<file path="config.mk">
export PLATFORM = sky130hd
export DESIGN_NAME = parity_engine_flat
export DESIGN_NICKNAME = d
export VERILOG_FILES = /design/src/rtl/parity_pkg.sv /design/src/rtl/parity_engine_if.sv /design/src/rtl/parity_lane.sv /design/src/rtl/parity_engine.sv /design/src/flat_wrapper.sv
export SDC_FILE = /design/constraint.sdc
export NUM_CORES = 1
export LEC_CHECK = 0
export CAP_MARGIN = 20
export CORE_MARGIN = 2
export CORE_UTILIZATION = 45
export CTS_BUF_LIST = sky130_fd_sc_hd__clkbuf_8
export DETAILED_ROUTE_END_ITERATION = 6
export PLACE_DENSITY = 0.83
export SYNTH_ARGS = -nofsm -noshare
export SYNTH_HDL_FRONTEND = slang
export SYNTH_SLANG_ARGS = --single-unit
</file>
<file path="constraint.sdc">
create_clock -name CLK -period 2.52 [get_ports CLK]
set_input_delay 0.252 -clock CLK [delete_from_list [all_inputs] [get_ports CLK]]
set_output_delay 0.252 -clock CLK [all_outputs]
set_load 0.01 [all_outputs]
</file>
<file path="src/rtl/parity_pkg.sv">
// Shared encodings for the streaming parity engine: parity modes, output stage states,
// and the mapping of raw mode codes onto defined modes.
package parity_pkg;

  localparam int unsigned MODE_W = 3;

  typedef enum logic [MODE_W-1:0] {
    PAR_NONE  = 3'd0,
    PAR_EVEN  = 3'd1,
    PAR_ODD   = 3'd2,
    PAR_MARK  = 3'd3,
    PAR_SPACE = 3'd4
  } par_mode_t;

  typedef enum logic {
    ST_EMPTY = 1'b0,
    ST_FULL  = 1'b1
  } out_state_t;

  // Codes 5..7 are reserved and fall back to no parity
  function automatic par_mode_t to_mode(input logic [MODE_W-1:0] code);
    case (code)
      3'd1:    return PAR_EVEN;
      3'd2:    return PAR_ODD;
      3'd3:    return PAR_MARK;
      3'd4:    return PAR_SPACE;
      default: return PAR_NONE;
    endcase
  endfunction

endpackage

</file>
<file path="src/rtl/parity_engine_if.sv">
// Word stream in and out of the parity engine; the engine sits on the slave side.
interface parity_engine_if #(
  parameter int unsigned DATA_W = 8,
  parameter int unsigned LANES  = 1
);
  logic [LANES*DATA_W-1:0] InData;
  logic [LANES-1:0]        InParity;
  logic                    InValid;
  logic                    InReady;
  logic [LANES*DATA_W-1:0] OutData;
  logic [LANES-1:0]        OutParity;
  logic [LANES-1:0]        OutErr;
  logic                    OutValid;
  logic                    OutReady;

  modport master (
    output InData, InParity, InValid, OutReady,
    input  InReady, OutData, OutParity, OutErr, OutValid
  );

  modport slave (
    input  InData, InParity, InValid, OutReady,
    output InReady, OutData, OutParity, OutErr, OutValid
  );
endinterface

</file>
<file path="src/rtl/parity_lane.sv">
// Combinational parity for one lane: computes the parity bit for the selected mode
// and flags a mismatch against the received bit when checking is enabled.
module parity_lane
  import parity_pkg::*;
#(
  parameter int unsigned DATA_W = 8
) (
  input  logic [DATA_W-1:0] data,
  input  par_mode_t         mode,
  input  logic              check_en,
  input  logic              rx,
  output logic              p,
  output logic              err
);

  always_comb begin
    p   = 1'b0;
    err = 1'b0;
    case (mode)
      PAR_EVEN: p = ^data;
      PAR_ODD:  p = ~^data;
      PAR_MARK: p = 1'b1;
      default:  p = 1'b0;
    endcase
    err = check_en && (mode != PAR_NONE) && (p != rx);
  end

endmodule

</file>
<file path="src/rtl/parity_engine.sv">
// Streaming multi-lane parity generator/checker with one registered output stage
// and saturating error statistics.
module parity_engine
  import parity_pkg::*;
#(
  parameter int unsigned DATA_W = 8,
  parameter int unsigned LANES  = 1,
  parameter int unsigned CNT_W  = 8
) (
  input  logic               CLK,
  input  logic               RST,
  input  logic [MODE_W-1:0]  ParityMode,
  input  logic               CheckEn,
  input  logic               ClrErr,
  output logic [CNT_W-1:0]   ErrCount,
  output logic               ErrSticky,
  parity_engine_if.slave     bus
);

  localparam logic [CNT_W-1:0] CNT_MAX = '1;

  out_state_t       state;
  out_state_t       state_nxt;
  logic             in_ready_c;
  logic             accept_c;
  par_mode_t        mode_c;
  logic [LANES-1:0] par_c;
  logic [LANES-1:0] err_c;
  logic [CNT_W-1:0] cnt_base_c;

  assign mode_c   = to_mode(ParityMode);
  assign accept_c = bus.InValid && in_ready_c;

  for (genvar i = 0; i < LANES; i++) begin : g_lane
    parity_lane #(.DATA_W(DATA_W)) u_lane (
      .data     (bus.InData[i*DATA_W +: DATA_W]),
      .mode     (mode_c),
      .check_en (CheckEn),
      .rx       (bus.InParity[i]),
      .p        (par_c[i]),
      .err      (err_c[i])
    );
  end

  // Output stage occupancy
  always_ff @(posedge CLK) begin
    if (RST) state <= ST_EMPTY;
    else     state <= state_nxt;
  end

  always_comb begin
    state_nxt = state;
    case (state)
      ST_EMPTY: if (accept_c) state_nxt = ST_FULL;
      ST_FULL:  if (bus.OutReady && !accept_c) state_nxt = ST_EMPTY;
      default:  state_nxt = ST_EMPTY;
    endcase
  end

  // Ready may be taken while the held word leaves in the same cycle
  always_comb begin
    in_ready_c = 1'b0;
    if (!RST && (state == ST_EMPTY || bus.OutReady)) in_ready_c = 1'b1;
  end

  assign bus.InReady  = in_ready_c;
  assign bus.OutValid = (state == ST_FULL);

  always_ff @(posedge CLK) begin
    if (RST) begin
      bus.OutData   <= '0;
      bus.OutParity <= '0;
      bus.OutErr    <= '0;
    end else if (accept_c) begin
      bus.OutData   <= bus.InData;
      bus.OutParity <= par_c;
      bus.OutErr    <= err_c;
    end
  end

  // A clear coinciding with an erroring word counts that word from zero
  assign cnt_base_c = ClrErr ? '0 : ErrCount;

  always_ff @(posedge CLK) begin
    if (RST) begin
      ErrCount  <= '0;
      ErrSticky <= 1'b0;
    end else if (accept_c && (|err_c)) begin
      ErrCount  <= (cnt_base_c == CNT_MAX) ? CNT_MAX : cnt_base_c + CNT_W'(1);
      ErrSticky <= 1'b1;
    end else if (ClrErr) begin
      ErrCount  <= '0;
      ErrSticky <= 1'b0;
    end
  end

endmodule

</file>
<file path="src/flat_wrapper.sv">
// flat-port wrapper written by rule: the top's interface ports become plain ports
module parity_engine_flat import parity_pkg::*;
#(
  parameter int unsigned DATA_W = 8,
  parameter int unsigned LANES  = 1,
  parameter int unsigned CNT_W  = 8
)
  (CLK, RST, ParityMode, CheckEn, ClrErr, ErrCount, ErrSticky, bus_InData, bus_InParity, bus_InValid, bus_OutReady, bus_InReady, bus_OutData, bus_OutParity, bus_OutErr, bus_OutValid);
  parity_engine_if #(.DATA_W(DATA_W), .LANES(LANES)) bus_i ();
  input  logic CLK;
  input  logic RST;
  input  logic [MODE_W-1:0] ParityMode;
  input  logic CheckEn;
  input  logic ClrErr;
  output logic [CNT_W-1:0] ErrCount;
  output logic ErrSticky;
  input wire logic [$bits(bus_i.InData)-1:0] bus_InData;
  input wire logic [$bits(bus_i.InParity)-1:0] bus_InParity;
  input wire logic [$bits(bus_i.InValid)-1:0] bus_InValid;
  input wire logic [$bits(bus_i.OutReady)-1:0] bus_OutReady;
  output wire logic [$bits(bus_i.InReady)-1:0] bus_InReady;
  output wire logic [$bits(bus_i.OutData)-1:0] bus_OutData;
  output wire logic [$bits(bus_i.OutParity)-1:0] bus_OutParity;
  output wire logic [$bits(bus_i.OutErr)-1:0] bus_OutErr;
  output wire logic [$bits(bus_i.OutValid)-1:0] bus_OutValid;
  assign bus_i.InData = bus_InData;
  assign bus_i.InParity = bus_InParity;
  assign bus_i.InValid = bus_InValid;
  assign bus_i.OutReady = bus_OutReady;
  assign bus_InReady = bus_i.InReady;
  assign bus_OutData = bus_i.OutData;
  assign bus_OutParity = bus_i.OutParity;
  assign bus_OutErr = bus_i.OutErr;
  assign bus_OutValid = bus_i.OutValid;
  parity_engine #(.DATA_W(DATA_W), .LANES(LANES), .CNT_W(CNT_W)) u_core (.CLK(CLK), .RST(RST), .ParityMode(ParityMode), .CheckEn(CheckEn), .ClrErr(ClrErr), .ErrCount(ErrCount), .ErrSticky(ErrSticky), .bus(bus_i));
endmodule
</file>
Word level (Yosys, flattened, before mapping)
Index checks and enable logic that the tools add are counted.

storage, ports and cells
  register bits = 20
  input port bits = 18
  output and inout bits = 21

cells by class
  $add $sub $neg = 1
  eq/ne operators = 9
  muxes and demuxes = 11
  bitwise gates (word level) = 1
  reductions and logical operators = 13

operator list
  operator                                       count
  2-to-1 mux 8 bit                               3
  == test 3 x 2 -> 1 bit, second input constant  4
  one-hot mux 3 bit (4 select lines)             1
  adder 8 x 1 -> 8 bit, second input constant    1
  == test 8 bit, second input constant           1
  XNOR reduction 8 bit                           1
  parity 8 bit                                   1
  == test 3 x 1 -> 1 bit, second input constant  2
  logical AND 1 bit                              6
  2-to-1 mux 1 bit                               5
  == test 3 bit, second input constant           1
  one-hot mux 1 bit (3 select lines)             1
  nonzero test 3 bit                             1
  zero test 1 bit                                2
  one-hot mux 1 bit (2 select lines)             1
  nonzero test 2 bit                             1
  logical OR 1 bit                               1
  != test 1 bit                                  1
  NOT 1 bit                                      1

Logic depth before layout (Yosys ltp)
  depth after elaboration = 9
  gate-level depth with buffers = 11
  gate-level depth less buffers = 10

Hierarchy
A second synthesis with hierarchy kept.

unflattened totals
  cell total of the unflattened synthesis = 124
  area total of the unflattened synthesis = 1081.0 µm²

modules (own cells, without submodules)
  module         times used  cells an instance  area each (µm²)
  parity_engine  1           104                937.1
  parity_lane    1           20                 143.9

Worst setup path before layout
OpenSTA, ideal clock, no wires.

  kind = register to register
  from = register u_core.ErrCount[1]
  to = register u_core.ErrCount[5]
  library setup time = 0.133 ns
  arrival time = 1.855 ns
  path slack = 0.532 ns
  cell stages (with the launch flop) = 10
  buffers on the path = 1
  path through = dfxtp_1 nor2b_1 ha_1 and3_1 and3_1 and3_1 clkbuf_1 or2_2 a21oi_1 a211oi_1

on the way
  longest elaborated chain between the ends = 4
  elaborated cells between the ends (all ways) = 5

RTL lines
  what                                                          RTL line             text
  from (decl)                                                   parity_engine.sv:15  output logic [CNT_W-1:0] ErrCount,
  from (signal assigned)                                        parity_engine.sv:89  ErrCount <= (cnt_base_c == CNT_MAX) ? CNT_MAX : cnt_base_c + CNT_W'(1);
  2-to-1 mux 8 bit (*)                                          parity_engine.sv:82  assign cnt_base_c = ClrErr ? '0 : ErrCount;
  adder 8 x 1 -> 8 bit / == test 8 bit (equally long branches)  parity_engine.sv:89
  2-to-1 mux 8 bit (*)                                          parity_engine.sv:89
  2-to-1 mux 8 bit (*)                                          parity_engine.sv:88  end else if (accept_c && (|err_c)) begin

Every way passes the cells marked *; elsewhere a longest branch is shown, timed or not.
A chain may end at the register's enable or synchronous reset.

Final worst setup path
  from = input ClrErr
  to = register u_core.ErrCount[5]

on the way
  longest elaborated chain between the ends = 4
  elaborated cells between the ends (all ways) = 5

RTL lines
  what                                                          RTL line             text
  from (decl)                                                   flat_wrapper.sv:14   input logic ClrErr;
  2-to-1 mux 8 bit (*)                                          parity_engine.sv:82
  adder 8 x 1 -> 8 bit / == test 8 bit (equally long branches)  parity_engine.sv:89
  2-to-1 mux 8 bit                                              parity_engine.sv:89
  2-to-1 mux 8 bit (*)                                          parity_engine.sv:88

Marked as above.

==> results.yml <==
die:
  dieArea_sq_mm: 0.00264
  core-area_sq_mm: 0.00217
  placementRows: 17
  io_pins: 39
  fp.dieW_microns: 51.4
  die_h_microns: 51.4
  starting_utilization_of_the_core_area_pct: 46.6
layout:
  layout.cell_area.non_filler_sq_mm: 0.00152
  antenna_cells_inserted: 0
  area_of_the_multi_input_gates_sq_um: 584
  area_growth_syn_to_layout_pct: 50.4
  layout.filler_cells: 192
  area.sequential_sq_um: 400
  finalCoreUtilization_pct: 70.1
  fin_cells: 196
  final_net_count: 188
  drive_gt1_share_pct: 8.93
setup_path:
  worstSetupPathType: "input port to register"
  critPathCaptureType: "register"
  worst_setup_path_start_kind: "input port"
  crit_path_max_fanout: 6
  crit_arrival_ns: 2.44
  critPathRequiredTime_ns: 2.66
worst_hold_path:
  holdCritPathClass: "register to register"
pwr:
  total_leakage_power_nw: 0.562
  vdd_ir_drop_max_v: 0.000313
  design_power_total_mw: 0.799
  power.density_mw_per_mm2: 525
sta:
  timing.final.crit_share_pct: 91.3
  timing_worst_slew_pin_value_ns: 0.395
  hold_viol_final: 0
  fin_crit_ns: 2.30
  unrepaired_setup_endpoints_after_global_routing: "false"
  hold_ws_ns: 0.464
  setup_violations: 0
  final.setup_skew_ns: 0.00237
  slew_headroom_pct: 73.1
  setup_slack_ns: 0.219
  report.final.slew_viol_count: 0
  max_clock_freq_ghz: 0.435
  timing.setup.tns_ns: 0
synth:
  post-synth-top-area-cell: "sky130_fd_sc_hd__dfxtp_1"
  synth_ff_type: "sky130_fd_sc_hd__dfxtp_1"
  synth_top_area_share_pct: 39.6
  synth.net_count: 144
  synth-edff-count: 0
  synthesis.yosys.warnings: 0
  syn_avg_cell_area_sq_um: 8.09
  async_flop_share_pct: 0
  synth.cells.most_frequent: "20 x sky130_fd_sc_hd__dfxtp_1, 20 x sky130_fd_sc_hd__nand2_1, 10 x sky130_fd_sc_hd__nand2b_1, 9 x sky130_fd_sc_hd__nor2_1, 9 x sky130_fd_sc_hd__o21ai_0"
  yosys-top-cells-area: "sky130_fd_sc_hd__dfxtp_1 40%, sky130_fd_sc_hd__nand2_1 7.4%, sky130_fd_sc_hd__xnor2_1 6.9%"
  synth-seq-area-share_pct: 39.6
  synthCells: 125
  netlist_area_sq_mm: 0.00101
  yosysUniqueCellTypes: 28
  ys_ff_latch: 20
global_routing:
  gr-usage-all-layers_pct: 21.2
  global_route_wire_length_before_repair_microns: 4320
  grt_overflow_total: 0
  grt_start_max_net_pins: 21
  grt_pass1_vias: 1017
  grt_antenna_before_repair: 0
drt:
  drt-pass1-iter-count: 4
  drt.antenna.violating_nets: 0
  average_wire_per_standard_cell_microns: 13.0
  route.detailed.vias_per_inst: 5.27
  drt_drc_violations_left: 0
  wirelength_microns: 2550
  drt-initial-drc-count: 10
  vias: 1032
cts:
  tritoncts_clock_tree: "built"
  cts_hold_repair.buffers: 0
  cts_htree_levels: 1
  cts-root-to-sink-buffers: 2
  cts_root_buf: "sky130_fd_sc_hd__clkbuf_8"
  inserted_clock_buffers: 3
  cts.reportedPaths.clkPinSlew_ns: 0.07
  cts.sinks: 20
  clock_insertion_delay_worst_skew_ns: 0.25
  ctsResizeCount: 0
  post_cts_setup_buffer_count: 0
placed_design:
  total_placed_instance_area_sq_mm: 0.00145
  post-place-ws_ns: -0.00680
  placed_cell_count: 192
  portBuffers: 38
  hpwlAfterDp_microns: 1890
  gpl.final_weighted_congestion: 0.845
job:
  timing.max_cap.violations: 0
outcome:
  outcome: "complete, no violations"
-- flip-flops by register name, indices dropped and copies added (netlist names) --
| register | flops |
|---|---|
| u_core.bus.OutData | 8 |
| u_core.bus.OutParity | 1 |
| u_core.ErrCount | 8 |
| u_core.ErrSticky | 1 |
| u_core.bus.OutErr | 1 |
| u_core.bus.OutValid | 1 |
-- layer usage --
| layer | track usage, % | up-vias | wire length (microns) |
|---|---|---|---|
| met5 | 0 | - | 0 |
| met4 | 4.82 | 0 | 12 |
| met3 | 5.85 | 2 | 170 |
| met2 | 39.1 | 37 | 1330 |
| met1 | 24.0 | 479 | 1040 |
| li1 | - | 514 | - |
-- power by group --
part           internal [mW]  switching [mW]  total, mW
logic                 0.0849          0.0614      0.146
clock network          0.212           0.103      0.315
registers              0.330         0.00777      0.337
total                  0.626           0.173      0.799
-- worst paths after layout --
check                                  from                              to  slack, ns  cells past startpoint
min reg2reg  u_core.bus.OutErr$_SDFFE_PP0P_  u_core.bus.OutErr$_SDFFE_PP0P_       0.46                      2
max                                  ClrErr   u_core.ErrCount[5]$_SDFF_PP0_       0.22                     11
min          u_core.bus.OutErr$_SDFFE_PP0P_  u_core.bus.OutErr$_SDFFE_PP0P_       0.46                      2
max reg2reg   u_core.ErrCount[1]$_SDFF_PP0_   u_core.ErrCount[0]$_SDFF_PP0_       0.46                      8
-- critical path, cell delays in order --
cell and delay, ns:
sky130_fd_sc_hd__clkdlybuf4s50_1 0.59, sky130_fd_sc_hd__inv_1 0.09, sky130_fd_sc_hd__nand2_1 0.11, sky130_fd_sc_hd__inv_1 0.06
sky130_fd_sc_hd__ha_1 0.19, sky130_fd_sc_hd__and3_1 0.19, sky130_fd_sc_hd__and3_1 0.21, sky130_fd_sc_hd__and3_1 0.24
sky130_fd_sc_hd__or2_2 0.28, sky130_fd_sc_hd__a21oi_1 0.16, sky130_fd_sc_hd__a211oi_1 0.06
-- cell families after synthesis --
logic type / after synthesis / synth area share [%]
AND/OR/NAND/NOR: 61 / 30.9
AO/OA/AOI/OAI: 25 / 14.5
flip-flops: 20 / 39.6
XOR/XNOR: 8 / 6.93
buffers and inverters: 7 / 2.60
multiplexers: 3 / 4.21
adder cells (fa/ha/maj): 1 / 1.24
-- cell type report --
class                   count  area share (%)
inverters                   3           0.741
clock inverters             1            1.98
flip-flops and latches     20            26.3
well taps                  28            2.30
repair buffers             43            27.5
clock buffers               3            2.72
multi-input cells          98            38.4
-- layout by cell type, fill, tap and decap left out, drive strengths merged, types with 5 or more instances in the layout --
master | Yosys | final
nor2b | 5 | 5
a21oi | 8 | 8
o21ai | 9 | 9
xnor2 | 8 | 8
dfxtp | 20 | 20
nand2 | 20 | 20
buf | 0 | 5
and3 | 5 | 5
nand2b | 10 | 10
nor2 | 9 | 9
clkdlybuf4s50 | 0 | 38
(Power assumes the default switching activity.)
